## src/rtl/if_stage.sv

```systemverilog
// Instruction-fetch stage: PC register, variable-latency IMem req/ack port, IF/ID register, one-entry hold buffer.
// Optional build macro IF_DELAY_SLOT_EN: deliver the post-branch instruction as a delay slot instead of squashing it.
module if_stage #(
    parameter logic [31:0] RESET_PC = 32'h0000_0000
) (
    input  logic        clk,
    input  logic        rst_n,
    input  logic        i_pc_write,
    input  logic        i_if_id_write,
    input  logic        i_redirect,
    input  logic [31:0] i_redirect_pc,
    output logic        o_imem_req,
    output logic [31:0] o_imem_addr,
    input  logic        i_imem_ack,
    input  logic [31:0] i_imem_data,
    output logic [31:0] o_if_id_pc,
    output logic [31:0] o_if_id_pc_plus4,
    output logic [31:0] o_if_id_instr,
    output logic        o_if_id_valid,
    output logic        o_fetch_stall
);

`ifdef IF_DELAY_SLOT_EN
    localparam logic DS_EN = 1'b1;
`else
    localparam logic DS_EN = 1'b0;
`endif

    typedef enum logic [1:0] {S_FETCH, S_HOLD, S_REDIR_WAIT} state_t;

    state_t      r_state, w_state_n;
    logic [31:0] r_pc, w_pc_n;
    logic [31:0] r_ifid_pc, w_ifid_pc_n;
    logic [31:0] r_ifid_pc4, w_ifid_pc4_n;
    logic [31:0] r_ifid_instr, w_ifid_instr_n;
    logic        r_ifid_valid, w_ifid_valid_n;
    logic [31:0] r_hold_buf, w_hold_buf_n;
    logic [31:0] r_pend_tgt, w_pend_tgt_n;
    logic        r_hold_redir, w_hold_redir_n;

    logic        w_stalled, w_req, w_ack;
    logic [31:0] w_pc4;
    logic        w_deliver, w_slot, w_bubble;
    logic [31:0] w_deliver_instr;

    assign w_stalled = !i_pc_write || !i_if_id_write;
    // Request is gated by rst_n so nothing is presented while reset is held.
    assign w_req     = rst_n && (r_state != S_HOLD);
    assign w_ack     = w_req && i_imem_ack;
    assign w_pc4     = r_pc + 32'd4;

    always_comb begin
        w_state_n       = r_state;
        w_pc_n          = r_pc;
        w_hold_buf_n    = r_hold_buf;
        w_pend_tgt_n    = r_pend_tgt;
        w_hold_redir_n  = r_hold_redir;
        w_deliver       = 1'b0;
        w_slot          = 1'b0;
        w_bubble        = 1'b0;
        w_deliver_instr = i_imem_data;

        case (r_state)
            S_FETCH: begin
                if (w_ack && !w_stalled) begin
                    w_deliver = 1'b1;
                    w_slot    = i_redirect;
                    w_pc_n    = i_redirect ? i_redirect_pc : w_pc4;
                end else if (w_ack) begin
                    w_hold_buf_n   = i_imem_data;
                    w_hold_redir_n = 1'b0;
                    w_state_n      = S_HOLD;
                end else if (!w_stalled) begin
                    w_bubble = 1'b1;
                    if (i_redirect) begin
                        w_pend_tgt_n = i_redirect_pc;
                        w_state_n    = S_REDIR_WAIT;
                    end
                end
            end
            S_HOLD: begin
                if (!w_stalled) begin
                    w_deliver       = 1'b1;
                    w_deliver_instr = r_hold_buf;
                    w_state_n       = S_FETCH;
                    // A buffer filled in REDIR_WAIT already owes its branch target.
                    if (r_hold_redir) begin
                        w_slot = 1'b1;
                        w_pc_n = r_pend_tgt;
                    end else begin
                        w_slot = i_redirect;
                        w_pc_n = i_redirect ? i_redirect_pc : w_pc4;
                    end
                end
            end
            S_REDIR_WAIT: begin
                if (w_ack && !w_stalled) begin
                    w_deliver = 1'b1;
                    w_slot    = 1'b1;
                    w_pc_n    = r_pend_tgt;
                    w_state_n = S_FETCH;
                end else if (w_ack) begin
                    w_hold_buf_n   = i_imem_data;
                    w_hold_redir_n = 1'b1;
                    w_state_n      = S_HOLD;
                end else if (!w_stalled) begin
                    w_bubble = 1'b1;
                end
            end
            default: w_state_n = S_FETCH;
        endcase

        w_ifid_pc_n    = r_ifid_pc;
        w_ifid_pc4_n   = r_ifid_pc4;
        w_ifid_instr_n = r_ifid_instr;
        w_ifid_valid_n = r_ifid_valid;
        if (w_deliver && (!w_slot || DS_EN)) begin
            w_ifid_pc_n    = r_pc;
            w_ifid_pc4_n   = w_pc4;
            w_ifid_instr_n = w_deliver_instr;
            w_ifid_valid_n = 1'b1;
        end else if (w_deliver || w_bubble) begin
            w_ifid_instr_n = 32'h0;
            w_ifid_valid_n = 1'b0;
        end
    end

    always_ff @(posedge clk or negedge rst_n) begin
        if (!rst_n) begin
            r_state      <= S_FETCH;
            r_pc         <= RESET_PC;
            r_ifid_pc    <= 32'h0;
            r_ifid_pc4   <= 32'h0;
            r_ifid_instr <= 32'h0;
            r_ifid_valid <= 1'b0;
            r_hold_buf   <= 32'h0;
            r_pend_tgt   <= 32'h0;
            r_hold_redir <= 1'b0;
        end else begin
            r_state      <= w_state_n;
            r_pc         <= w_pc_n;
            r_ifid_pc    <= w_ifid_pc_n;
            r_ifid_pc4   <= w_ifid_pc4_n;
            r_ifid_instr <= w_ifid_instr_n;
            r_ifid_valid <= w_ifid_valid_n;
            r_hold_buf   <= w_hold_buf_n;
            r_pend_tgt   <= w_pend_tgt_n;
            r_hold_redir <= w_hold_redir_n;
        end
    end

    assign o_imem_req       = w_req;
    assign o_imem_addr      = r_pc;
    assign o_fetch_stall    = w_req && !i_imem_ack;
    assign o_if_id_pc       = r_ifid_pc;
    assign o_if_id_pc_plus4 = r_ifid_pc4;
    assign o_if_id_instr    = r_ifid_instr;
    assign o_if_id_valid    = r_ifid_valid;

endmodule

```

## config.mk

```make
export PLATFORM = sky130hd
export DESIGN_NAME = if_stage
export DESIGN_NICKNAME = d
export VERILOG_FILES = /design/src/rtl/if_stage.sv
export SDC_FILE = /design/constraint.sdc
export NUM_CORES = 1
export LEC_CHECK = 0
export CAP_MARGIN = 20
export CORE_MARGIN = 5
export CORE_UTILIZATION = 39
export CTS_BUF_LIST = sky130_fd_sc_hd__clkbuf_16
export DETAILED_ROUTE_END_ITERATION = 6
export GPL_TIMING_DRIVEN = 0
export PLACE_DENSITY = 0.61
export SLEW_MARGIN = 20
export SYNTH_ARGS = -nofsm -noshare
export SYNTH_HDL_FRONTEND = slang
export SYNTH_SLANG_ARGS = --single-unit
export TNS_END_PERCENT = 30
```

## constraint.sdc

```tcl
create_clock -name clk -period 6.4 [get_ports clk]
set_clock_uncertainty 0.05 [all_clocks]
set_input_delay 1.92 -clock clk [delete_from_list [all_inputs] [get_ports clk]]
set_output_delay 1.92 -clock clk [all_outputs]
set_load 0.005 [all_outputs]
```

Word-level counts from Yosys, hierarchy flattened
Index checks and enable logic that the tools add are counted.
{ "totals": {"input_bits": 70, "register_bits": 196} }
{ "op_classes": {"muxes": 35, "n_bitwise": 3, "add_sub_neg": 1, "n_reduce_logical": 22, "eq_ne": 13} }
{ "ops": {"columns": ["op", "count"], "rows": [
  ["$mux 32", 9],
  ["$pmux 32 s3", 1],
  ["$add 32x3->32 const B", 1],
  ["$reduce_and 5->1", 3],
  ["$mux 1", 14],
  ["$mux 2", 7],
  ["$ne 2x2->1 const B", 7],
  ["$ne 3x3->1 const B", 3],
  ["$pmux 2 s3", 1],
  ["$logic_and 1x1->1", 5],
  ["$logic_not 1->1", 5],
  ["$pmux 1 s2", 2],
  ["$reduce_and 4->1", 1],
  ["$reduce_bool 2->1", 2],
  ["$not 1->1", 3],
  ["$pmux 1 s3", 1],
  ["$reduce_and 3->1", 1],
  ["$reduce_bool 3->1", 1],
  ["$eq 2x1->1 const B", 1],
  ["$eq 2x2->1 const B", 1],
  ["$logic_not 2->1", 1],
  ["$logic_or 1x1->1", 2],
  ["$ne 2x1->1 const B", 1],
  ["$reduce_or 2->1", 1]
]} }

Logic depth before layout (Yosys ltp)
Gate-level depths: netlist of the first run.
{ "depth": {"depth_word": 9, "ltp_mapped": 10, "ltp_nobuf": 7} }

Worst setup path after synthesis of the first run
Ideal clock, no wire load.
{ "synth_path": {"path_type": "in2out", "from": "input port rst_n", "to": "output port o_fetch_stall", "arrival_time_ps": 2248, "required_time_ps": 4430, "path_stages": 2, "path_slack_ps": 2182, "n_path_buf": 0, "path_cell_list": "nor2b_1 nor2b_1"} }
{ "synth_between": {"elab_chain_cells": 2} }
{ "synth_lines": {"columns": ["item", "line_no", "source"], "rows": [
  ["start: declaration", "7", "input logic rst_n,"],
  ["$logic_and 1x1->1", "48", "assign w_req = rst_n && (r_state != S_HOLD);"],
  ["$logic_and 1x1->1", "154", "assign o_fetch_stall = w_req && !i_imem_ack;"],
  ["end: declaration", "20", "output logic o_fetch_stall"]
]} }
No other way between the ends.

Worst setup path in the final report of the first run
Same ends and word-level chain as after synthesis.

==> results of run 1 <==
## critical path: stages
cell	delay (ns)
buf_8	0.29
buf_16	0.36
nor2b_1	0.24
nor2b_1	0.14
clkdlybuf4s50_1	0.51
## cell type report
| type | instances | area (um2) |
|---|---|---|
| Tap cell | 285 | 356.6 |
| Inverter | 10 | 37.54 |
| Multi-Input combinational cell | 551 | 3866 |
| Timing Repair Buffer | 202 | 2062 |
| Fill cell | 2082 | 10680 |
| Buffer | 53 | 261.5 |
| Clock inverter | 15 | 161.4 |
| Clock buffer | 17 | 425.4 |
| Sequential cell | 194 | 4855 |
## flip-flops by register name, indices dropped and copies added, names as in the netlist
register,cells
o_if_id_instr,32
o_if_id_pc,32
o_imem_addr,32
r_hold_buf,32
r_pend_tgt,32
o_if_id_pc_plus4,30
r_state,2
o_if_id_valid,1
r_hold_redir,1
## cells in the final DEF, fill, tap and decap left out, types with 3 or more instances in the layout
cell type | synthesis | layout
nor2_1 | 32 | 32
buf_4 | 5 | 5
nand2_1 | 101 | 101
a21oi_1 | 33 | 33
o31a_1 | 3 | 3
dfrtp_1 | 194 | 194
o21ai_0 | 79 | 79
clkbuf_16 | 0 | 17
mux2i_1 | 33 | 33
nor4_4 | 3 | 3
a22oi_1 | 8 | 8
a221o_1 | 8 | 8
clkdlybuf4s50_1 | 0 | 199
inv_6 | 0 | 4
a2bb2oi_1 | 3 | 3
xnor2_1 | 12 | 12
nor2b_1 | 3 | 3
ha_1 | 5 | 5
o22ai_1 | 6 | 6
clkbuf_1 | 22 | 22
nand3b_1 | 3 | 3
buf_2 | 23 | 23
nand3_1 | 20 | 20
clkinv_8 | 0 | 3
inv_8 | 0 | 4
inv_1 | 10 | 10
and3_1 | 17 | 17
nand4_1 | 9 | 9
nor3_1 | 12 | 12
a221oi_1 | 5 | 5
mux2_2 | 93 | 93
a21o_1 | 3 | 3
xor2_1 | 12 | 12
o211ai_1 | 6 | 6
## path summary, 6_finish.rpt
path,cells past startpoint,endpoint
worst max-delay path,5,o_fetch_stall
worst min-delay path,2,o_if_id_valid
worst max register to register,9,o_imem_addr[30]
worst min register to register,2,o_if_id_valid
max in group asynchronous,2,o_imem_addr[18]
min in group asynchronous,1,r_hold_buf[14]
## cell families (layout without fill, tap and decap cells)
family | after synthesis | in the layout | share of synthesized area (%)
AOI/OAI and AO/OA | 173 | 173 | 11.93
xor gates and xnor gates | 24 | 24 | 2.330
adders and majority gates | 5 | 5 | 0.6936
buffers and inverters | 63 | 297 | 3.315
DFF | 194 | 194 | 53.82
muxes | 126 | 126 | 15.27
and+or+nand+nor | 223 | 223 | 12.64
## metrics by stage
stage          cell area (um2)  instances  util [%]  worst slack [ns]  setup TNS (ns)
2_1_floorplan             9020        808         -             2.182               0
3_3_place_gp             11380       1293     50.10            -6.676        -2175.74
3_5_place_dp             11440       1295     50.37            0.8293               0
4_1_cts                  12030       1327     52.95            0.8268               0
5_1_grt                  12030       1327     52.95            0.6966               0
6_report                 12030       1327     52.95            0.8944               0
## metal layers
metal	wire length (um)	up-vias	global-route usage, %
met5	0	-	0
met4	195	0	3.614
met3	1796	13	5.329
met2	12770	249	32.63
met1	12290	3560	29.32
li1	-	3336	-
## power by group through the flow
stage	logic [mW]	clock network, mW	registers (mW)
finish	2.33	1.07	2.16
global route	2.55	1.15	2.24
CTS	2.35	1.10	2.16
detailed placement	2.34	0	2.18
global placement	2.32	0	2.17
floorplan	1.19	0	2.11
==> metrics.md, run 1 <==
| Metric | Value |
|---|---|
| First-pass GRT wire length | 42180 um |
| Pwr/cell area | 463.1 nW/um2 |
| Worst Tran Pin Value | roughly 1.1 ns |
| Status | completed |
| Final period util | 86.02% |
| Final worst path period need | 5.506 ns |
| DRT Pass-1 Iters | 5 |
| CTS tree | yes |
| Drt wl/cell | 20.39 um |
| Worst Setup SP | rst_n |
| Layout area overhead | 33.32% |
| Vias in the first global route | between 7000 and 8000 |
| Post-Syn Area per Cell | around 11 um2 |
| Leak pwr | ~5.3 nW |
| Ports | 201 |
| CTS HTree Levels | 4 |
| Via count | 7158 |
| Clk pwr share | between 10% and 20% |
| Core area | 22710 um2 |
| GRT overflow | 0 |
| Sequential Power Share | 38.8% |
| Hold path start | o_if_id_valid |
| Yosys warnings | 0 |
| VDD IR max | 0.0002096 V |
| CTS sink count | a little under 200 |
| DRT antenna net count | 0 |
| Synth cell count leaders | dfrtp_1 (194), nand2_1 (101), mux2_2 (93) |
| Layout cell share with drive strength beyond 1 | approximately 16% |
| Fin Hold WS | 0.4290 ns |
| Slew HR | 25.48% |
| Die Span X | about 160 um |
| Crit path kind | primary input to output pin |
| Top-count cell post-synth | dfrtp_1 |
| Largest area contributor in the synthesized netlist | dfrtp_1 |
| Initial antenna violation count | 0 |
| Seq cells post-synth | 194 |
| Post_cts resized | 0 |
| IO buf count | 200 |
| Switching Share | 36.45% |
| CTS clk-pin slew, worst paths | 0.08 ns |
| Finish-stage setup viols | 0 |
| Max-slew violation count | 0 |
| Num CTS Buffers | 17 |
| Synth Instances | 808 |
| GP Congestion | 0.8825 |
| Top FF cell, synth | dfrtp_1 |
| Top post-synthesis cells by area | dfrtp_1 (54%), mux2_2 (12%), o21ai_0 (4.4%) |
| Rows | between 50 and 60 |
| Hold Buf Count CTS | 0 |
| Root buf cell | clkbuf_16 |
| All-Layer GR Usage | roughly a fifth |
| DRC errors left | 0 |
| Die Footprint | 26270 um2 |
| Crit path arrival time | 3.54 ns |
| DRT iter0 DRCs | 534 |
| Final Power | ~5.6 mW |
| P_int | around 3.5 mW |
| Worst setup SP type | primary input |
| Final Net Count | 1104 |
| RSZ-0062 raised after global routing | no |
| Post-synth top area share | 53.82% |
| Sequential fraction of the synthesis area | a little over half |
| Largest fanout on the critical path | 82 |
| Dpl hpwl | between 15000 and 20000 um |
| Asr flop ratio synth | 100.0% |
| CTS Buffer Depth | 2 |
| Post-synth cell types | between 60 and 70 |
| Part of the power in combinational logic | a little over two fifths |
| Antenna cell count | 0 |
| Via density | 5.394 |
| Critical Path RT | around 4.4 ns |
| Clk_lat worst skew | 0.44 ns |
| Maxcap violations | 0 |
| Setup bufs post-CTS | 0 |
| Reg-to-Reg Start | r_state[0] |
| CP endpoint kind | output pin |
| Hold Crit Class | register to register |
| Syn nets | about 900 |
| Largest net degree at the start of global routing | 83 |
| F_max | 181.6 MHz |
| Die height | 162.1 um |
| Initial core utilization | 39.72% |
| NetSw | 2.030 mW |
| Post-synth EDFFs | 0 |
| Reg2reg setup slack | between 3 and 4 ns |
| Syn Std Cell Area | 9020 um2 |
| Final hold violation count | 0 |
| Total wire length | 27050 um |
Note: power is estimated with default switching activity, not from simulation.
==> run 2: changes to the inputs <==
Settings changed: PLACE_DENSITY 0.61 to 0.71.
==> run 2 against run 1 <==
Compared with the run above:
- worst setup slack better by 0.26 ns
- sequential share of layout area up 0.063 points
- utilization down 0.083 points
- clock-buffer cell count unchanged
- non-clock buffer count unchanged
- global-route usage down 0.18 points
- cell count unchanged
- cell area down 0.16%
- first-iteration DRC count up 25%
- total power down 0.35%
- wire length down 0.79%
- critical endpoint unchanged
- largest power group unchanged
==> metrics.md, run 2 (synthesized netlist as in run 1, its figures left out) <==
| Metric | Value |
|---|---|
| Status | completed |
| Total wire length | 26840 um |
| Most frequent CP cell | nor2b_1 |
| Drt wl/cell | 20.22 um |
| P_int | 3.531 mW |
| Sequential Power Share | 39.0% |
| Maxcap violations | 0 |
| Largest net degree at the start of global routing | 75 |
| Initial antenna violation count | 1 |
| CTS HTree Levels | 4 |
| CTS Buffer Depth | 2 |
| CP endpoint kind | output pin |
| Hold path cells | 1 |
| Critical-path top delay cell | clkdlybuf4s50_1 |
| Reg2reg setup slack | 3.48 ns |
| Hold Buf Count CTS | 0 |
| Hold Crit Class | register to register |
| Ports | roughly 200 |
| Post_cts resized | 0 |
| DRT antenna net count | 0 |
| Crit path kind | primary input to output pin |
| Rows | 55 |
| CP top delay family | buffers and inverters |
| Core area | 22710 um2 |
| IO buf count | 200 |
| Num CTS Buffers | 17 |
| Largest fanout on the critical path | 64 |
| Via count | 7242 |
| Commonest non-fill, non-tap cells in the layout | clkdlybuf4s50_1 (199), dfrtp_1 (194), nand2_1 (101) |
| Clk pwr share | approximately a fifth |
| Post-route cell area | 12010 um2 |
| Worst Tran Pin Value | 0.9251 ns |
| Layout cell share with drive strength beyond 1 | 16.31% |
| Die height | 162.1 um |
| Worst Hold End | o_if_id_pc[28] |
| Finish-stage setup viols | 0 |
| NetSw | between 2 and 2.5 mW |
| CTS sink count | 194 |
| Dpl hpwl | 19510 um |
| Die Span X | 162.1 um |
| DRT Pass-1 Iters | 6 |
| CP peak stage delay | 0.51 ns |
| DRT iter0 DRCs | 665 |
| Die Footprint | 26270 um2 |
| Antenna cell count | 0 |
| Final worst path period need | 5.247 ns |
| Crit path arrival time | 3.28 ns |
| Worst R2R End | o_if_id_pc[27] |
| CTS clk-pin slew, worst paths | ~0.070 ns |
| VDD IR max | 0.0002271 V |
| Commonest non-fill, non-tap cell in the layout | clkdlybuf4s50_1 |
| Part of the power in combinational logic | ~42% |
| Crit path buf inv count | 2 |
| Leak pwr | 5.274 nW |
| F_max | 190.6 MHz |
| Fin Hold WS | 0.4278 ns |
| Worst setup SP type | primary input |
| First-pass GRT wire length | 42270 um |
| Final period util | between 80% and 90% |
| Final Power | 5.549 mW |
| FILL cells | 1988 |
| Final hold violation count | 0 |
| FF+latch area | 4855 um2 |
| Layout area overhead | 33.11% |
| Critical path cell sequence | buf_8, nor2b_1, nor2b_1, clkdlybuf4s50_1 |
| Hold path start | o_if_id_pc[28] |
| GP Congestion | 0.8950 |
| Via density | 5.457 |
| Final Net Count | 1104 |
| All-Layer GR Usage | about a fifth |
| Root buf cell | clkbuf_16 |
| GRT overflow | 0 |
| Initial core utilization | 39.72% |
| Slew HR | 38.33% |
| Critical Path RT | 4.43 ns |
| RSZ-0062 raised after global routing | no |
| Reg-to-Reg Start | r_state[1] |
| Pwr/cell area | 462.2 nW/um2 |
| Setup bufs post-CTS | 0 |
| Max-slew violation count | 0 |
| Reg2Reg Depth | 9 |
| CTS tree | yes |
| Combined area of the multi-input logic cells | 3866 um2 |
| Clk_lat worst skew | 0.44 ns |
| Area after DPL | 11440 um2 |
| Vias in the first global route | between 7000 and 8000 |
| Switching Share | 36.37% |
| DRC errors left | 0 |
run 2: cell type report:
cell class	instances	share of cell area, %
timing repair buffer	202	17.17
clock buffer	17	3.543
tap	285	2.970
clock inverter	15	1.188
inverter	10	0.3126
sequential	194	40.43
buffer	53	2.178
multi-input combinational	551	32.20
run 2: worst max path at each step:
stage               start              end  slack [ns]  cells after the start
finish              rst_n    o_fetch_stall        1.15                      4
global route        rst_n    o_fetch_stall         1.0                      4
CTS                 rst_n    o_fetch_stall        1.13                      4
detailed placement  rst_n    o_fetch_stall        1.13                      4
global placement    rst_n  o_imem_addr[30]       -6.38                      7
floorplan           rst_n    o_fetch_stall        2.18                      2
run 2: per-layer routing:
| metal | up-vias | track usage (%) | wire length, um |
|---|---|---|---|
| met4 | 2 | 6.382 | 737 |
| met2 | 313 | 32.95 | 12780 |
| met5 | - | 0 | 13 |
| met1 | 3530 | 27.33 | 11240 |
| met3 | 56 | 5.329 | 2066 |
| li1 | 3341 | - | - |
run 2: power by group through the flow:
| stage | sequential [mW] | combinational (mW) | clock, mW |
|---|---|---|---|
| after detailed placement | 2.18 | 2.34 | 0 |
| after floorplan | 2.11 | 1.19 | 0 |
| final | 2.16 | 2.34 | 1.05 |
| after global routing | 2.24 | 2.54 | 1.12 |
| after global placement | 2.16 | 2.29 | 0 |
| after CTS | 2.16 | 2.35 | 1.07 |
run 2: metrics by stage:
stage / worst slack (ns) / TNS (ns) / cells / utilization, %
6_report: 1.153 / 0 / 1327 / 52.87
5_1_grt: 0.9990 / 0 / 1327 / 52.87
4_1_cts: 1.133 / 0 / 1327 / 52.87
3_5_place_dp: 1.135 / 0 / 1295 / 50.37
3_3_place_gp: -6.376 / -2098.33 / 1293 / 50.10
2_1_floorplan: 2.182 / 0 / 808 / -
==> run 3: changes to the inputs <==
Clock period 6.4 ns to 5.3 ns, I/O delays scaled along.
==> results of run 3 <==
Same layout as run 2 (identical final DEF). Status: completed.
Among the figures that moved: setup slack after placement 1.135 ns -> 0.6949 ns; setup slack after layout 1.153 ns -> 0.7131 ns; register-to-register setup slack 3.48 ns -> 2.38 ns; total power 5.549 mW -> 6.701 mW; worst IR drop on VDD 0.0002271 V -> 0.0002742 V
